File: config.mk
export PLATFORM = sky130hd
export DESIGN_NAME = clarke_sched
export DESIGN_NICKNAME = d
export VERILOG_FILES = /design/src/rtl/clarke_sched.sv
export SDC_FILE = /design/constraint.sdc
export NUM_CORES = 1
export LEC_CHECK = 0
export CORE_MARGIN = 2
export CORE_UTILIZATION = 39
export CTS_CLUSTER_DIAMETER = 60
export DETAILED_ROUTE_END_ITERATION = 8
export PLACE_DENSITY = 0.88
export SYNTH_ARGS = -nofsm -noshare
export SYNTH_HDL_FRONTEND = slang
export SYNTH_SLANG_ARGS = --single-unit
export TNS_END_PERCENT = 10
File: constraint.sdc
create_clock -name clk -period 1.8 [get_ports clk]
set_clock_uncertainty 0.2 [all_clocks]
set_input_delay 0.27 -clock clk [delete_from_list [all_inputs] [get_ports clk]]
set_output_delay 0.27 -clock clk [all_outputs]
set_load 0.05 [all_outputs]
File: src/rtl/clarke_sched.sv
// clarke_sched: round-robin front end that lets N_REQ requesters share one
// Clarke transform unit. It accepts one (a, b) pair at a time, pulses the
// unit's start for a single cycle, waits a fixed LATENCY, captures alpha/beta,
// and returns them tagged with the owning requester ID.
//
// Ports
//   clk                 clock, rising edge
//   rstb                asynchronous active-low reset
//   req_valid[N_REQ]    per-requester sample present
//   req_ready[N_REQ]    per-requester accept (one-hot, IDLE only)
//   req_a/req_b         packed samples, requester i at [i*D_WIDTH +: D_WIDTH]
//   cl_start            one-cycle start strobe to the Clarke unit
//   cl_a/cl_b           operands to the Clarke unit (held after start)
//   cl_alpha/cl_beta    results from the Clarke unit
//   rsp_valid/rsp_ready response handshake
//   rsp_id              requester that owns the response
//   rsp_alpha/rsp_beta  captured results
//   busy                a transaction is in flight
module clarke_sched #(
    parameter int D_WIDTH = 18,
    parameter int N_REQ   = 2,
    parameter int LATENCY = 1,
    parameter int ID_W    = $clog2(N_REQ)
) (
    input  logic                       clk,
    input  logic                       rstb,
    input  logic [N_REQ-1:0]           req_valid,
    output logic [N_REQ-1:0]           req_ready,
    input  logic [N_REQ*D_WIDTH-1:0]   req_a,
    input  logic [N_REQ*D_WIDTH-1:0]   req_b,
    output logic                       cl_start,
    output logic [D_WIDTH-1:0]         cl_a,
    output logic [D_WIDTH-1:0]         cl_b,
    input  logic [D_WIDTH-1:0]         cl_alpha,
    input  logic [D_WIDTH-1:0]         cl_beta,
    output logic                       rsp_valid,
    input  logic                       rsp_ready,
    output logic [ID_W-1:0]            rsp_id,
    output logic [D_WIDTH-1:0]         rsp_alpha,
    output logic [D_WIDTH-1:0]         rsp_beta,
    output logic                       busy
);

    // Counter only has to hold LATENCY-1.
    localparam int LAT_W = (LATENCY > 1) ? $clog2(LATENCY) : 1;

    typedef enum logic [1:0] {
        IDLE  = 2'd0,
        START = 2'd1,
        WAIT  = 2'd2,
        RESP  = 2'd3
    } state_e;

    state_e             state_q,     state_d;
    logic [ID_W-1:0]    rr_ptr_q,    rr_ptr_d;
    logic [LAT_W-1:0]   lat_cnt_q,   lat_cnt_d;
    logic [D_WIDTH-1:0] op_a_q,      op_a_d;
    logic [D_WIDTH-1:0] op_b_q,      op_b_d;
    logic [ID_W-1:0]    op_id_q,     op_id_d;
    logic               cl_start_q,  cl_start_d;
    logic               rsp_valid_q, rsp_valid_d;
    logic [ID_W-1:0]    rsp_id_q,    rsp_id_d;
    logic [D_WIDTH-1:0] rsp_alpha_q, rsp_alpha_d;
    logic [D_WIDTH-1:0] rsp_beta_q,  rsp_beta_d;
    logic               busy_q,      busy_d;

    logic [ID_W-1:0]    grant_s;
    logic               grant_vld_s;
    logic               accept_s;
    logic [N_REQ-1:0]   req_ready_s;

    // Round-robin arbiter: scan from rr_ptr+N down to rr_ptr+1 so the candidate
    // closest after rr_ptr is written last and therefore wins.
    always_comb begin
        logic [ID_W-1:0] idx_v;
        grant_s     = '0;
        grant_vld_s = 1'b0;
        idx_v       = '0;
        for (int k = N_REQ; k >= 1; k--) begin
            idx_v       = ID_W'((int'(rr_ptr_q) + k) % N_REQ);
            grant_vld_s = grant_vld_s | req_valid[idx_v];
            grant_s     = req_valid[idx_v] ? idx_v : grant_s;
        end
    end

    // Accept decode; rstb gates ready so nothing is offered while held in reset.
    always_comb begin
        req_ready_s = '0;
        accept_s    = rstb && (state_q == IDLE) && grant_vld_s;
        if (accept_s) begin
            req_ready_s[grant_s] = 1'b1;
        end else begin
            req_ready_s = '0;
        end
    end

    // Next-state and datapath control.
    always_comb begin
        state_d     = state_q;
        rr_ptr_d    = rr_ptr_q;
        lat_cnt_d   = lat_cnt_q;
        op_a_d      = op_a_q;
        op_b_d      = op_b_q;
        op_id_d     = op_id_q;
        cl_start_d  = 1'b0;
        rsp_valid_d = rsp_valid_q;
        rsp_id_d    = rsp_id_q;
        rsp_alpha_d = rsp_alpha_q;
        rsp_beta_d  = rsp_beta_q;

        case (state_q)
            IDLE: begin
                if (accept_s) begin
                    op_a_d     = req_a[int'(grant_s)*D_WIDTH +: D_WIDTH];
                    op_b_d     = req_b[int'(grant_s)*D_WIDTH +: D_WIDTH];
                    op_id_d    = grant_s;
                    rr_ptr_d   = grant_s;
                    // Registered strobe so it is high exactly while in START.
                    cl_start_d = 1'b1;
                    state_d    = START;
                end else begin
                    state_d = IDLE;
                end
            end
            START: begin
                lat_cnt_d = LAT_W'(LATENCY - 1);
                state_d   = WAIT;
            end
            WAIT: begin
                // The unit's done is sticky, so completion is counted, not observed.
                if (lat_cnt_q == '0) begin
                    rsp_alpha_d = cl_alpha;
                    rsp_beta_d  = cl_beta;
                    rsp_id_d    = op_id_q;
                    rsp_valid_d = 1'b1;
                    state_d     = RESP;
                end else begin
                    lat_cnt_d = lat_cnt_q - LAT_W'(1);
                end
            end
            RESP: begin
                if (rsp_ready) begin
                    rsp_valid_d = 1'b0;
                    state_d     = IDLE;
                end else begin
                    state_d = RESP;
                end
            end
            default: begin
                state_d = IDLE;
            end
        endcase

        busy_d = (state_d != IDLE);
    end

    // State and output registers.
    always_ff @(posedge clk or negedge rstb) begin
        if (!rstb) begin
            state_q     <= IDLE;
            rr_ptr_q    <= ID_W'(N_REQ - 1);
            lat_cnt_q   <= '0;
            op_a_q      <= '0;
            op_b_q      <= '0;
            op_id_q     <= '0;
            cl_start_q  <= 1'b0;
            rsp_valid_q <= 1'b0;
            rsp_id_q    <= '0;
            rsp_alpha_q <= '0;
            rsp_beta_q  <= '0;
            busy_q      <= 1'b0;
        end else begin
            state_q     <= state_d;
            rr_ptr_q    <= rr_ptr_d;
            lat_cnt_q   <= lat_cnt_d;
            op_a_q      <= op_a_d;
            op_b_q      <= op_b_d;
            op_id_q     <= op_id_d;
            cl_start_q  <= cl_start_d;
            rsp_valid_q <= rsp_valid_d;
            rsp_id_q    <= rsp_id_d;
            rsp_alpha_q <= rsp_alpha_d;
            rsp_beta_q  <= rsp_beta_d;
            busy_q      <= busy_d;
        end
    end

    // Operand registers feed the unit directly and hold through WAIT.
    assign cl_a      = op_a_q;
    assign cl_b      = op_b_q;
    assign cl_start  = cl_start_q;
    assign req_ready = req_ready_s;
    assign rsp_valid = rsp_valid_q;
    assign rsp_id    = rsp_id_q;
    assign rsp_alpha = rsp_alpha_q;
    assign rsp_beta  = rsp_beta_q;
    assign busy      = busy_q;

endmodule

Word-level counts from Yosys, hierarchy flattened
Index checks and enable logic that the tools add are counted.

operators by class
  add/sub/neg operators = 3
  multiply operators = 1
  order comparisons = 4
  equality and inequality tests = 5
  shift operators = 2
  muxes and demuxes = 20
  bitwise logic cells = 2
  reduce and logical (&&, ||, !) cells = 10

operators with widths
  cell                   count
  $shiftx A36 B32 Y18    1
  $shiftx A36 B7 Y18     1
  $mux W1                13
  $pmux W2 S4            1
  $lt A1 B2 Y1 const B   3
  $mux W2                3
  $reduce_bool A2 Y1     3
  $mul A1 B4 Y5 const B  1
  $eq A2 B2 Y1 const B   2
  $ne A2 B2 Y1 const B   2
  $pmux W1 S2            2
  $reduce_and A2 Y1      2
  $logic_and A1 B1 Y1    3
  $reduce_and A3 Y1      1
  $add A1 B1 Y1 const B  2
  $eq A2 B1 Y1 const B   1
  $logic_not A2 Y1       1
  $demux W1 S1           1
  $ge A1 B1 Y1 const B   1
  $not A1 Y1             1
  $or A1 B1 Y1           1
  $sub A1 B1 Y1 const B  1

word-level totals
  flip-flop bits (word level) = 81
  bits of input ports = 113
  output and inout port bits = 78
  word-level logic and storage cells = 59

Depth between registers and ports, before layout
Gate-level depths: netlist of run 1.

  depth after elaboration = 10
  gate-level depth with buffers = 5
  depth with buffers taken out = 4

Worst setup path before layout of run 1
No wires, ideal clock.

  path type = reg2out
  from = reg rr_ptr_q
  to = out req_ready[0]
  arrival time = 1.443 ns
  data required time = 1.330 ns
  slack = -0.113 ns
  cell stages (with the launch flop) = 6
  buffers on the path = 2
  cell sequence = dfstp_2 nor2b_1 buf_2 buf_2 nand3b_1 inv_1

on the way
  longest elaborated chain between the ends = 10
  elaborated cells between the ends (all ways) = 16
  classes of those cells = 2 x add/sub; 2 x order compare; 9 x mux; 1 x bitwise; 2 x reduce/logical

ends and longest elaborated chain
  element                                                             line    RTL
  start: declaration                                                  55      logic [ID_W-1:0] rr_ptr_q, rr_ptr_d;
  start signal: assignment                                            161     rr_ptr_q <= ID_W'(N_REQ - 1);
  start signal: assignment                                            174     rr_ptr_q <= rr_ptr_d;
  $add A1 B1 Y1                                                       80      idx_v = ID_W'((int'(rr_ptr_q) + k) % N_REQ);
  $mux W1 (implied by the code) (2 in series)                         81, 82
  $mux W1 (2 in series)                                               82      grant_s = req_valid[idx_v] ? idx_v : grant_s;
  $lt A1 B2 Y1 (implied by the code) or $ge A1 B1 Y1 (tied branches)  91      req_ready_s[grant_s] = 1'b1;
  $logic_and A1 B1 Y1 (implied by the code)                           91
  $mux W1 (implied by the code)                                       91
  $demux W1 S1                                                        91
  $mux W2 *                                                           90      if (accept_s) begin
  end: declaration                                                    28      output logic [N_REQ-1:0] req_ready,

Every way passes the cells marked *; elsewhere a longest branch is shown, timed or not. The select of a mux whose other input is x is not followed.

Worst setup path in the final report of run 1
  from = reg state_q[1]
  to = out req_ready[0]

on the way
  longest elaborated chain between the ends = 4

ends and longest elaborated chain
  element                            line  RTL
  start: declaration                 54    state_e state_q, state_d;
  start signal: assignment           173   state_q <= state_d;
  $logic_not A2 Y1                   89    accept_s = rstb && (state_q == IDLE) && grant_vld_s;
  $logic_and A1 B1 Y1 (2 in series)  89
  $mux W2                            90

Every way passes these cells.

==> run_results.csv, run 1 <==
group,metric,value,unit
run_status,status,"finished, violations left",
run_status,violations,"setup timing",
yosys,yosysSeqAreaShare,0.567,
drt,vias,2950,
placed_design,placed_cells,553,
yosys,synthTopCellsByArea,"dfrtp_1, mux2_2, a221o_1, nor3_2, nand2_1",
finish,nFillCells,661,
sta,fin_crit,2.00,ns
clock_tree,clockBufferDepth,2,
clock_tree,path_clk_slew,0.09,ns
grt,grt_pass1_vias,3128,
clock_tree,cts_tree,"yes",
power,powerDensity,1960,nW/um^2
power,ir_drop,0.000816,V
yosys,avgSynthCellArea,13.3,sq um
drt,wl,9760,um
yosys,synth_seq_cells,80,
yosys,synth-async-reset-ratio,1.00,
yosys,synth.most_common_cell,"dfrtp_1",
finish,fin_area,5810,sq um
yosys,syn_area,3540,sq um
yosys,synth_cells,266,
yosys,synth_edf_count,0,
critical_path,crit_type,"flip-flop to output port",
critical_path,endpoint_kind,"output port",
floorplan,dieHeight,99.2,um
sta,rsz0062_at_grt,"true",
finish,antenna_cells,0,
finish,final_core_util,0.663,
finish,fin_nets,578,
power,power.leakage,2.51,nW
grt,track_usage,0.192,
finish,fin_cells,578,
yosys,synth.distinct_cells,21,
yosys,synth_warnings,0,
placed_design,gp_congestion,0.768,
yosys,synth_top_cell_area_share,0.559,
drt,viasPerCell,5.10,
power,p_total,11.4,mW
critical_path,r2r_slack,-0.13,ns
sta,setup_viol_count_final,38,
floorplan,die_area,9840,sq um
critical_path,r2r_cells,7,
sta,slew_headroom,0.354,
sta,timing.fmax,501,MHz
placed_design,io_buffers,190,
sta,fin_crit_sh,1.11,
sta,maxSlewViolCount,0,
sta,fin_setup_tns,-4.09,ns
yosys,synth_fp_nets,379,
sta,worst_pin_slew,0.969,ns
yosys,ys.flop_type,"dfrtp_1",
clock_tree,clock-root-buffer,"clkbuf_8",
grt,antenna_found_initial,0,
sta,setup_ws,-0.197,ns
placed_design,hpwl,6730,um
drt,first_iter_violations,60,
grt,gr-total-overflow,0,
finish,final-seq-area,2000,sq um
floorplan,core_area,8760,sq um
clock_tree,htree_levels,3,
placed_design,post_dp_cell_area,5400,sq um
worst_hold_path,hp-class,"input pin to asynchronous set/reset pin",
yosys,synthTopCellsByCount,"dfrtp_1, nand2_1, mux2_2",
clock_tree,cts_made_buffers,9,
yosys,synth_area_leader_cell,"dfrtp_1",
finish,drive_gt1_frac,0.419,
drt,drc,0,
critical_path,reg2reg_from,"state_q[1]",
floorplan,rows,34,
floorplan,start_util,0.403,
critical_path,critPathRequiredTime,1.33,ns
grt,grt_max_degree,80,
job,maxCapViolCount,0,
finish,multi_input_area,1430,sq um
critical_path,critPathArrivalTime,1.53,ns
grt,grt_pass1_wl,15100,um
drt,wl_per_cell,16.9,um
clock_tree,numClockSinks,80,
floorplan,die_w,99.2,um
clock_tree,clock_latency,0.33,ns
sta,finalHoldViolCount,0,
finish,area_growth_syn_to_layout,64.4,%
drt,ant_nets,0,
critical_path,cp-start-kind,"flip-flop",
critical_path,path_max_fanout,2,
floorplan,ios,191,
critical_path,r2r-end,"cl_a[12]",
drt,drt_first_pass_iters,4,
metrics by stage:
step / setup WS, ns / hold slack, ns
finish: -0.197 / 0.0190
global route: -0.256 / 0.0779
CTS: -0.215 / 0.0373
detailed placement: -0.122 / -0.136
global placement: -0.0981 / -0.139
floorplan: 0.00701 / -0.226
where the power goes:
group / internal [mW] / total [mW] / leakage, nW / switching, mW
registers: 2.67 / 3.18 / 0.967 / 0.507
logic: 2.48 / 6.64 / 1.43 / 4.16
clock network: 0.933 / 1.60 / 0.117 / 0.664
total: 6.08 / 11.4 / 2.51 / 5.33
worst max-delay path, cell delays in order (launching register included):
cell	delay (ns)
dfrtp_1	0.43
nor3b_4	0.24
buf_4	0.14
nand3b_1	0.13
clkinvlp_4	0.12
buf_12	0.13
area by class of cell:
type,instances,share of cell area
sequential,80,0.345
multi-input combinational,161,0.246
tap,108,0.0232
timing repair buffer,211,0.343
clock buffer,10,0.0219
clock inverter,6,0.0198
inverter,2,0.00194
sequential cells by signal, indices dropped and copies added, names as in the netlist:
signal and cells:
cl_a 18, cl_b 18, rsp_alpha 18, rsp_beta 18, state_q 2, busy 1
cl_start 1, op_id_q 1, rr_ptr_q 1, rsp_id 1, rsp_valid 1
cells in the final DEF (no fill, tap or decap), drive strengths merged:
cell             n
clkdlybuf4s50  111
buf             97
dfrtp           79
nand2           39
mux2            38
a221o           36
nor3            36
clkbuf          11
bufinv           3
inv              3
nor2b            2
clkinvlp         2
a21o             2
o21a             2
nor3b            1
nand3b           1
o21ai            1
or2              1
and3             1
or3b             1
bufbuf           1
dlygate4sd3      1
dfstp            1
worst max path at each step:
stage / from / slack, ns / end
floorplan: rr_ptr_q / 0.007 / req_ready[0]
global placement: req_valid[1] / -0.1 / req_ready[0]
detailed placement: req_valid[1] / -0.12 / cl_a[16]
CTS: state_q[0] / -0.21 / req_ready[0]
global route: state_q[1] / -0.26 / req_ready[0]
finish: state_q[1] / -0.20 / req_ready[0]
logic make-up after synthesis:
logic type      synth area share
compound gates             0.113
buf+inv                   0.0495
flops                      0.567
mux                        0.121
simple gates               0.150
routing by layer:
metal	wire length, um	global-route usage	up-vias
met4	204	0.0685	0
met5	0	0	-
met3	723	0.0478	21
met1	3960	0.232	1409
met2	4870	0.333	144
li1	-	-	1376
repair_timing:
action | CTS | global route
pin swaps | 38 | 1
setup endpoints to repair | 2 | 39
endpoints found under the hold margin | 1 | 0
setup buffers | 5 | 1
cloned | 1 | 1
hold buffers | 1 | 0
resized for setup | 8 | 3
Note: power is estimated with default switching activity, not from simulation.
==> run 2: changes to the inputs <==
--- a/config.mk
+++ b/config.mk
@@ -6,10 +6,12 @@
 export NUM_CORES = 1
 export LEC_CHECK = 0
 export CORE_MARGIN = 2
-export CORE_UTILIZATION = 39
+export CORE_UTILIZATION = 30
 export CTS_CLUSTER_DIAMETER = 60
 export DETAILED_ROUTE_END_ITERATION = 8
-export PLACE_DENSITY = 0.88
+export GPL_TIMING_DRIVEN = 0
+export PLACE_DENSITY = 0.72
+export SLEW_MARGIN = 20
 export SYNTH_ARGS = -nofsm -noshare
 export SYNTH_HDL_FRONTEND = slang
 export SYNTH_SLANG_ARGS = --single-unit
==> run_results.csv, run 2 (same netlist as run 1, synthesis figures left out) <==
group,metric,value,unit
critical_path,path_max_fanout,2,
critical_path,slowest_delay,0.56,ns
grt,antenna_found_initial,0,
placed_design,gp_congestion,0.764,
power,swShare,0.471,
finish,final_cell_mix,"clkdlybuf4s50_1, dfrtp_1, dlygate4sd2_1",
floorplan,die_area,12700,sq um
critical_path,critPathRequiredTime,1.33,ns
placed_design,hpwl,7680,um
sta,fin_crit,1.94,ns
power,p_comb_frac,0.568,
job,maxCapViolCount,0,
placed_design,place_ws,-1.28,ns
grt,grt_pass1_vias,3300,
clock_tree,clock-root-buffer,"clkbuf_16",
clock_tree,cts_tree,"yes",
finish,area_growth_syn_to_layout,72.5,%
placed_design,post_dp_cell_area,5640,sq um
floorplan,rows,39,
floorplan,core_area,11500,sq um
floorplan,start_util,0.308,
grt,grt_pass1_wl,16800,um
drt,wl_per_cell,16.6,um
clock_tree,clockBufferDepth,2,
critical_path,path_cells,"buf_6, nand2_1, and3_4, buf_8, buf_8",
power,intPower,6.03,mW
power,powerDensity,1870,nW/um^2
critical_path,endpoint_kind,"output port",
sta,setup_viol_count_final,34,
clock_tree,path_clk_slew,0.06,ns
power,power.leakage,2.68,nW
finish,fin_nets,590,
critical_path,cp-start-kind,"flip-flop",
clock_tree,cts_made_buffers,9,
critical_path,slowest_stage,"dfstp_2",
worst_hold_path,hp-class,"input pin to asynchronous set/reset pin",
sta,slew_headroom,0.631,
finish,final_common_cell,"clkdlybuf4s50_1",
placed_design,placed_cells,600,
floorplan,die_w,113,um
critical_path,critPathArrivalTime,1.47,ns
finish,fin_cells,624,
drt,viasPerCell,4.89,
power,ir_drop,0.00116,V
sta,fin_setup_tns,-1.57,ns
sta,setup_ws,-0.143,ns
floorplan,ios,191,
grt,grt_max_degree,45,
power,clockPowerShare,0.159,
sta,worst_pin_slew,0.554,ns
clock_tree,numClockSinks,80,
finish,fin_area,6100,sq um
drt,drc,0,
critical_path,startpoint,"rr_ptr_q",
sta,fin_crit_sh,1.08,
critical_path,crit_type,"flip-flop to output port",
drt,wl,10300,um
critical_path,crit_top_cell,"buf_8",
drt,ant_nets,0,
run_status,status,"finished, violations left",
power,switchingPower,5.37,mW
sta,fin_hold_ws,-0.344,ns
placed_design,io_buffers,190,
drt,first_iter_violations,136,
run_status,violations,"hold timing, setup timing",
clock_tree,clock_latency,0.32,ns
grt,gr-total-overflow,0,
floorplan,dieHeight,113,um
finish,final_core_util,0.532,
power,p_total,11.4,mW
finish,drive_gt1_frac,0.274,
sta,maxSlewViolCount,0,
grt,track_usage,0.166,
clock_tree,htree_levels,3,
sta,timing.fmax,515,MHz
drt,drt_first_pass_iters,4,
finish,nFillCells,999,
sta,finalHoldViolCount,50,
critical_path,r2r_slack,-0.05,ns
finish,antenna_cells,0,
drt,vias,3049,
power,power_frac_seq,0.274,
sta,rsz0062_at_grt,"true",
critical_path,reg2reg_from,"state_q[1]",
[run 2: changes by cell type in the layout (fill, tap and decap cells not counted), moves of 4 or more]
| cell | delta |
|---|---|
| buf_6 | +11 |
| clkbuf_16 | +9 |
| clkbuf_8 | -6 |
| buf_4 | -79 |
| dlygate4sd2_1 | +76 |
| buf_8 | +5 |
| buf_12 | -4 |
[run 2: path summary, 6_finish.rpt]
check	to	cells after the start
min	rsp_alpha[2]	1
min in group clk	rsp_valid	1
max	req_ready[1]	5
max reg2reg	cl_a[12]	5
min reg2reg	rsp_valid	1
max in group asynchronous	cl_b[15]	2
[run 2: repair_timing]
| action | in CTS | in global routing |
|---|---|---|
| setup buffers | 8 | 5 |
| pin swaps | 5 | 5 |
| endpoints found under the hold margin | 41 | 40 |
| resized for setup | 115 | 21 |
| setup endpoints to repair | 127 | 59 |
| gates cloned | 0 | 1 |
[run 2: routing by layer]
layer | share of wire | global-route usage
met2 | 0.50 | 0.275
met1 | 0.41 | 0.209
met4 | 0.019 | 0.0626
met3 | 0.072 | 0.0427
met5 | 0 | 0
[run 2: layout make-up]
| type | instances | area, sq um | share of cell area |
|---|---|---|---|
| flip-flops and latches | 80 | 2000 | 0.328 |
| inverters | 2 | 11.3 | 0.00185 |
| clock buffers | 10 | 239 | 0.0392 |
| plain buffers | 20 | 219 | 0.0359 |
| repair buffers | 203 | 1970 | 0.323 |
| multi-input cells | 161 | 1420 | 0.233 |
| clock inverters | 5 | 57.6 | 0.00943 |
| well taps | 143 | 179 | 0.0293 |
[run 2: worst max-delay path, delay by kind of cell, from the launching register on]
family,cells,cell delay [ns]
flops,1,0.56
simple gates,2,0.23
buf+inv,3,0.36
[run 2: power by group through the flow]
stage          clock network [mW]  logic, mW  registers (mW)
5_1_grt                      1.94       6.76            3.25
4_1_cts                      1.86       6.44            3.11
3_5_place_dp                    0       6.83            3.17
6_report                     1.81       6.47            3.12
2_1_floorplan                   0       1.63            5.98
3_3_place_gp                    0       6.73            3.14
